--- src/rtl/game_pkg.sv ---
// Shared types and parameter defaults for the runner-game controller.
package game_pkg;

  typedef enum logic [1:0] {
    ST_IDLE,
    ST_RUN,
    ST_OVER
  } game_st_e;

  typedef enum logic [1:0] {
    J_GROUND,
    J_ASCEND,
    J_DESCEND
  } jump_st_e;

  typedef logic [3:0] bcd_t;

  localparam int TICK_DIV_DEF  = 250000;
  localparam int JUMP_STEP_DEF = 2;
  localparam int JUMP_MAX_DEF  = 40;
  localparam int SCORE_DIV_DEF = 8;

endpackage

--- src/rtl/bcd_counter.sv ---
// Four-digit BCD incrementer, saturating at 9999.
// Clear has priority over enable.
module bcd_counter
  import game_pkg::*;
(
  input  logic        CLK,
  input  logic        RST_N,
  input  logic        clr_i,
  input  logic        en_i,
  output logic [15:0] count_o
);

  bcd_t [3:0] d_q, d_d;

  always_comb begin
    logic carry;
    d_d   = d_q;
    carry = 1'b0;
    if (clr_i) begin
      d_d = '0;
    end else if (en_i && d_q != 16'h9999) begin
      carry = 1'b1;
      for (int i = 0; i < 4; i++) begin
        if (carry) begin
          if (d_q[i] == 4'd9) begin
            d_d[i] = 4'd0;
          end else begin
            d_d[i] = d_q[i] + 4'd1;
            carry  = 1'b0;
          end
        end
      end
    end
  end

  always_ff @(posedge CLK or negedge RST_N) begin
    if (!RST_N) d_q <= '0;
    else        d_q <= d_d;
  end

  assign count_o = d_q;

endmodule

--- src/rtl/game_ctrl.sv ---
// Runner-game controller: game FSM, frame divider, jump FSM, BCD score.
// Define GAME_CTRL_HIGH_SCORE_EN to add the high_score output.
module game_ctrl
  import game_pkg::*;
#(
  parameter int TICK_DIV  = TICK_DIV_DEF,
  parameter int JUMP_STEP = JUMP_STEP_DEF,
  parameter int JUMP_MAX  = JUMP_MAX_DEF,
  parameter int SCORE_DIV = SCORE_DIV_DEF
) (
  input  logic        CLK,
  input  logic        RST_N,
  input  logic        button_start,
  input  logic        button_jump,
  input  logic        obstacle_near,
  input  logic [5:0]  obstacle_height,
  output logic        game_status,
  output logic        game_over,
  output logic        frame_tick,
  output logic [5:0]  dinosaur_height,
  output logic [15:0] score
`ifdef GAME_CTRL_HIGH_SCORE_EN
  ,
  output logic [15:0] high_score
`endif
);

  localparam int CW = (TICK_DIV > 1) ? $clog2(TICK_DIV) : 1;
  localparam int SW = (SCORE_DIV > 1) ? $clog2(SCORE_DIV) : 1;
  localparam logic [CW-1:0] TICK_LAST  = CW'(TICK_DIV - 1);
  localparam logic [SW-1:0] SCORE_LAST = SW'(SCORE_DIV - 1);
  localparam logic [6:0]    STEP7 = 7'(JUMP_STEP);
  localparam logic [6:0]    MAX7  = 7'(JUMP_MAX);
  localparam logic [5:0]    MAX6  = 6'(JUMP_MAX);

  game_st_e        st_q, st_d;
  jump_st_e        js_q, js_d;
  logic [CW-1:0]   cnt_q, cnt_d;
  logic [SW-1:0]   sdiv_q, sdiv_d;
  logic [5:0]      h_q, h_d;
  logic            pend_q, pend_d;
  logic            start_q, jump_q;

  logic start_edge, jump_edge;
  logic tick, hit, adv, enter, score_inc;
  logic [6:0] h7, up7;
  logic [5:0] h_up, h_dn;

  assign start_edge = button_start & ~start_q;
  assign jump_edge  = button_jump & ~jump_q;
  assign tick  = (st_q == ST_RUN) && (cnt_q == TICK_LAST);
  // Collision uses the height before this tick's update.
  assign hit   = tick && obstacle_near && (h_q < obstacle_height);
  assign adv   = tick && !hit;
  assign enter = (st_q != ST_RUN) && start_edge;
  assign score_inc = adv && (sdiv_q == SCORE_LAST);

  assign h7   = {1'b0, h_q};
  assign up7  = h7 + STEP7;
  assign h_up = (up7 >= MAX7) ? MAX6 : up7[5:0];
  assign h_dn = (h7 > STEP7) ? 6'(h7 - STEP7) : 6'd0;

  always_ff @(posedge CLK or negedge RST_N) begin
    if (!RST_N) begin
      st_q    <= ST_IDLE;
      js_q    <= J_GROUND;
      cnt_q   <= '0;
      sdiv_q  <= '0;
      h_q     <= '0;
      pend_q  <= 1'b0;
      start_q <= 1'b0;
      jump_q  <= 1'b0;
    end else begin
      st_q    <= st_d;
      js_q    <= js_d;
      cnt_q   <= cnt_d;
      sdiv_q  <= sdiv_d;
      h_q     <= h_d;
      pend_q  <= pend_d;
      start_q <= button_start;
      jump_q  <= button_jump;
    end
  end

  always_comb begin
    st_d = st_q;
    unique case (st_q)
      ST_IDLE: if (start_edge) st_d = ST_RUN;
      ST_RUN:  if (hit) st_d = ST_OVER;
      ST_OVER: if (start_edge) st_d = ST_RUN;
      default: st_d = ST_IDLE;
    endcase
  end

  always_comb begin
    js_d   = js_q;
    h_d    = h_q;
    pend_d = pend_q;
    cnt_d  = '0;
    sdiv_d = sdiv_q;
    if (enter) begin
      js_d   = J_GROUND;
      h_d    = '0;
      pend_d = 1'b0;
      sdiv_d = '0;
    end else if (st_q == ST_RUN) begin
      cnt_d = tick ? '0 : cnt_q + CW'(1);
      if (adv) begin
        sdiv_d = (sdiv_q == SCORE_LAST) ? '0 : sdiv_q + SW'(1);
        unique case (js_q)
          J_GROUND: begin
            if (pend_q) begin
              h_d    = h_up;
              pend_d = 1'b0;
              js_d   = (h_up == MAX6) ? J_DESCEND : J_ASCEND;
            end
          end
          J_ASCEND: begin
            h_d = h_up;
            if (h_up == MAX6) js_d = J_DESCEND;
          end
          J_DESCEND: begin
            h_d = h_dn;
            if (h_dn == 6'd0) js_d = J_GROUND;
          end
          default: js_d = J_GROUND;
        endcase
      end
      // Only a jump that stays grounded this cycle can arm; airborne edges drop.
      if (jump_edge && js_q == J_GROUND && js_d == J_GROUND)
        pend_d = 1'b1;
    end
  end

  always_comb begin
    game_status = (st_q == ST_RUN);
    game_over   = (st_q == ST_OVER);
    frame_tick  = tick;
  end

  assign dinosaur_height = h_q;

  bcd_counter u_score (
    .CLK     (CLK),
    .RST_N   (RST_N),
    .clr_i   (enter),
    .en_i    (score_inc),
    .count_o (score)
  );

`ifdef GAME_CTRL_HIGH_SCORE_EN
  logic [15:0] hs_q;

  // BCD ordering matches numeric ordering, so a plain compare works.
  always_ff @(posedge CLK or negedge RST_N) begin
    if (!RST_N)                      hs_q <= '0;
    else if (hit && score > hs_q)    hs_q <= score;
  end

  assign high_score = hs_q;
`endif

endmodule

--- config.mk ---
export PLATFORM = sky130hd
export DESIGN_NAME = game_ctrl
export DESIGN_NICKNAME = d
export VERILOG_FILES = /design/src/rtl/game_pkg.sv /design/src/rtl/bcd_counter.sv /design/src/rtl/game_ctrl.sv
export SDC_FILE = /design/constraint.sdc
export NUM_CORES = 1
export LEC_CHECK = 0
export ABC_CLOCK_PERIOD_IN_PS = 2900
export CAP_MARGIN = 20
export CORE_MARGIN = 2
export CORE_UTILIZATION = 56
export CTS_CLUSTER_DIAMETER = 50
export DETAILED_ROUTE_END_ITERATION = 12
export PLACE_DENSITY_LB_ADDON = 0.15
export SETUP_SLACK_MARGIN = 0.02
export SLEW_MARGIN = 5
export SYNTH_ARGS = -nofsm -noshare
export SYNTH_HDL_FRONTEND = slang
export SYNTH_SLANG_ARGS = --single-unit
--- constraint.sdc ---
create_clock -name CLK -period 2.9 [get_ports CLK]
set_input_delay 0.58 -clock CLK [delete_from_list [all_inputs] [get_ports CLK]]
set_output_delay 0.58 -clock CLK [all_outputs]
set_load 0.02 [all_outputs]
==> results.sh <==
export IMPL_grt_ovfl_total=0
export IMPL_async_reset_ff_share_pct=100
export IMPL_core_sq_um=5440
export IMPL_drive_gt1_share_pct=8.21
export IMPL_fillers=468
export IMPL_pwr_share_clk_pct=17.7
export IMPL_synthCells=355
export IMPL_clock_root_buffer="clkbuf_8"
export IMPL_arrival_ns=2.22
export IMPL_via_count=2705
export IMPL_switching_power_mw=0.891
export IMPL_ys_types=55
export IMPL_antenna_found_initial=0
export IMPL_setup_viol=0
export IMPL_multi_input_area_sq_um=1730
export IMPL_grt_usage_pct=23.8
export IMPL_vias_per_cell=5.71
export IMPL_avgSynthCellArea_sq_um=8.79
export IMPL_ant_nets=0
export IMPL_crit_path_start_kind="register"
export IMPL_finalCriticalPeriod_ns=2.80
export IMPL_gp_congestion=0.884
export IMPL_route_detailed_drc=0
export IMPL_powerDensity_nw_per_um2=617
export IMPL_synth_top_area_share_pct=40.1
export IMPL_cp_num_buf_inv=2
export IMPL_synth_seq_cells=50
export IMPL_register_area_sq_um=1250
export IMPL_numCtsBuffers=5
export IMPL_dp_cells=468
export IMPL_fin_tns_setup_ns=0
export IMPL_swShare_pct=38.9
export IMPL_cp_max_fo=3
export IMPL_total_leakage_power_nw=1.66
export IMPL_synth_area_sq_um=3120
export IMPL_worstSetupPathType="reg2out"
export IMPL_yosys_top_cells_area="dfrtp_1, ha_1, nor2_1"
export IMPL_num_antenna_cells=0
export IMPL_finalNetCount=437
export IMPL_cts_buffer_depth=2
export IMPL_status="completed"
export IMPL_grt_pass1_wl_um=11800
export IMPL_dpl_hpwl_um=4990
export IMPL_p_seq_share_pct=41.6
export IMPL_rsz0062_at_grt="false"
export IMPL_drtIter0Drc=154
export IMPL_max_freq_mhz=357
export IMPL_start_util_pct=57.4
export IMPL_ys_seq_area_share_pct=40.1
export IMPL_slew_violations=0
export IMPL_vdd_drop_max_mv=0.382
export IMPL_worstSetupEndpointType="output port"
export IMPL_clkTransAtPathRegs_ns=0.09
export IMPL_max_slew_margin_rel_pct=65.7
export IMPL_synth_common_cells="dfrtp_1, nor2_1, nand2_1"
export IMPL_finClkSkew_ns=0.00417
export IMPL_worstHoldPathType="in2async"
export IMPL_timing_final_crit_share_pct=96.6
export IMPL_fin_cells=474
export IMPL_fin_area_sq_um=3710
export IMPL_die_y_um=78.6
export IMPL_yosys_area_top_type="dfrtp_1"
export IMPL_maxCapViolCount=0
export IMPL_grt_max_degree=39
export IMPL_worstMarginPinSlew_ns=0.514
export IMPL_critPathMaxStageDelay_ns=0.54
export IMPL_crit_required_ns=2.32
export IMPL_synthToLayoutAreaGrowth_pct=18.8
export IMPL_place_area_sq_um=3620
export IMPL_p_int_mw=1.40
export IMPL_wl_um=6890
export IMPL_clock_sinks=50
export IMPL_yosysWarningCount=0
export IMPL_wl_per_cell_um=14.5
export IMPL_p_comb_share_pct=40.7
export IMPL_cts_htree_levels=2
export IMPL_drt_first_pass_iters=5
export IMPL_clk_latency_ns=0.30
export IMPL_grt_pass1_vias=2601
export IMPL_finalHoldViolCount=0
export IMPL_row_count=27
export IMPL_syn_nets=389
export IMPL_path_cells="or4_1, or3_1, or2_4, inv_4, dlygate4sd2_1"
export IMPL_worst_path_max_delay_cell="or4_1"
export IMPL_die_area_sq_um=6190
export IMPL_cts_hold_buf=0
export IMPL_synth_most_common_cell="dfrtp_1"
export IMPL_synth_edff_count=0
export IMPL_r2r_setup_slack_ns=0.13
export IMPL_die_w_um=78.6
export IMPL_tritoncts="built"
export IMPL_boundaryPins=36
export IMPL_synth_ff_type="dfrtp_1"
export IMPL_port_buffers=35
export IMPL_cp_top_family="simple AND/OR/NAND/NOR gates"
export IMPL_post_route_util_pct=68.2
==> through the flow <==
| step | hold slack [ns] | setup WS, ns | power (mW) |
|---|---|---|---|
| floorplan | 0.284 | 0.232 | 1.58 |
| global placement | 0.439 | 0.0347 | 1.86 |
| detailed placement | 0.446 | -0.0664 | 1.88 |
| CTS | 0.164 | 0.0394 | 2.29 |
| global route | 0.175 | 0.0167 | 2.46 |
| finish | 0.159 | 0.0995 | 2.29 |
==> registers in the layout (all words and copies together) (netlist names) <==
register	count
cnt_q	18
u_score.count_o	16
dinosaur_height	6
sdiv_q	3
js_q	2
st_q	2
jump_q	1
pend_q	1
start_q	1
==> cell usage in the layout (no fill, tap or decap), types with 2 or more instances in the layout <==
master	synthesis	routed
a21boi_0	2	2
a21o_1	3	3
a21oi_1	20	20
a31o_2	2	2
a31oi_1	3	3
and3_1	6	6
buf_4	1	16
clkbuf_8	0	6
clkdlybuf4s50_1	0	33
dfrtp_1	50	50
ha_1	23	23
inv_1	20	20
mux2i_1	3	3
nand2_1	37	37
nand2b_1	4	4
nand3_1	21	21
nand3b_1	3	3
nand4_1	8	8
nand4b_1	2	2
nor2_1	43	43
nor2b_1	3	3
nor3_1	6	6
nor4_1	2	2
o211ai_1	2	2
o21ai_0	18	18
o311ai_0	2	2
o31a_1	2	2
o31ai_1	5	5
or3_1	5	4
or4_1	9	9
xnor2_1	12	12
xor2_1	7	7
==> worst paths after layout <==
check / end / depth (start not counted) / startpoint
worst max-delay path: frame_tick / 5 / cnt_q[4]$_DFF_PN0_
worst min-delay path: u_score.count_o[15]$_DFFE_PN0P_ / 1 / RST_N
worst max register to register: u_score.count_o[6]$_DFFE_PN0P_ / 7 / cnt_q[4]$_DFF_PN0_
worst min register to register: cnt_q[0]$_DFF_PN0_ / 1 / cnt_q[0]$_DFF_PN0_
max in group asynchronous: cnt_q[15]$_DFF_PN0_ / 2 / RST_N
min in group CLK: cnt_q[0]$_DFF_PN0_ / 1 / cnt_q[0]$_DFF_PN0_
==> per-layer routing <==
layer	GRT usage (%)	part of all wire, %
met1	33.2	48
met2	38.5	48
met3	4.02	3.4
met4	6.67	0.55
met5	0	0
==> what timing repair did <==
item / CTS / global route
resized for setup: 2 / 1
setup endpoints to repair: 2 / 2
setup buffers: 0 / 0
==> area by class of cell <==
type                       count  share of cell area [%]
clock buffer                   6                    2.23
inverter                      22                    2.29
multi-input combinational    273                    46.8
sequential                    50                    33.7
tap                           72                    2.43
timing repair buffer          51                    12.5
==> power groups by stage <==
stage	combinational, mW	clock (mW)	sequential (mW)
final	0.931	0.404	0.953
after global routing	1.04	0.444	0.972
after CTS	0.931	0.414	0.949
after detailed placement	0.923	0	0.960
after global placement	0.898	0	0.958
after floorplan	0.612	0	0.967
==> worst register-to-register path, cell delays in order, from the launching register on <==
cell and delay, ns:
dfrtp_1 0.39, or4_1 0.54, or3_1 0.36, or2_4 0.26, buf_4 0.16, or3_4 0.41
or4_1 0.42, a21oi_1 0.16
==> logic make-up (layout without fill, tap and decap cells) <==
kind of cell    Yosys count  in the layout  share of synthesized area [%]
mux                       4              4                           1.32
fa+ha+maj                23             23                           9.22
xor+xnor                 19             19                           5.33
flops                    50             50                           40.1
simple gates            158            158                           25.5
buf+inv                  32             79                           4.57
compound gates           69             69                           14.0
Note: power is estimated with default switching activity, not from simulation.
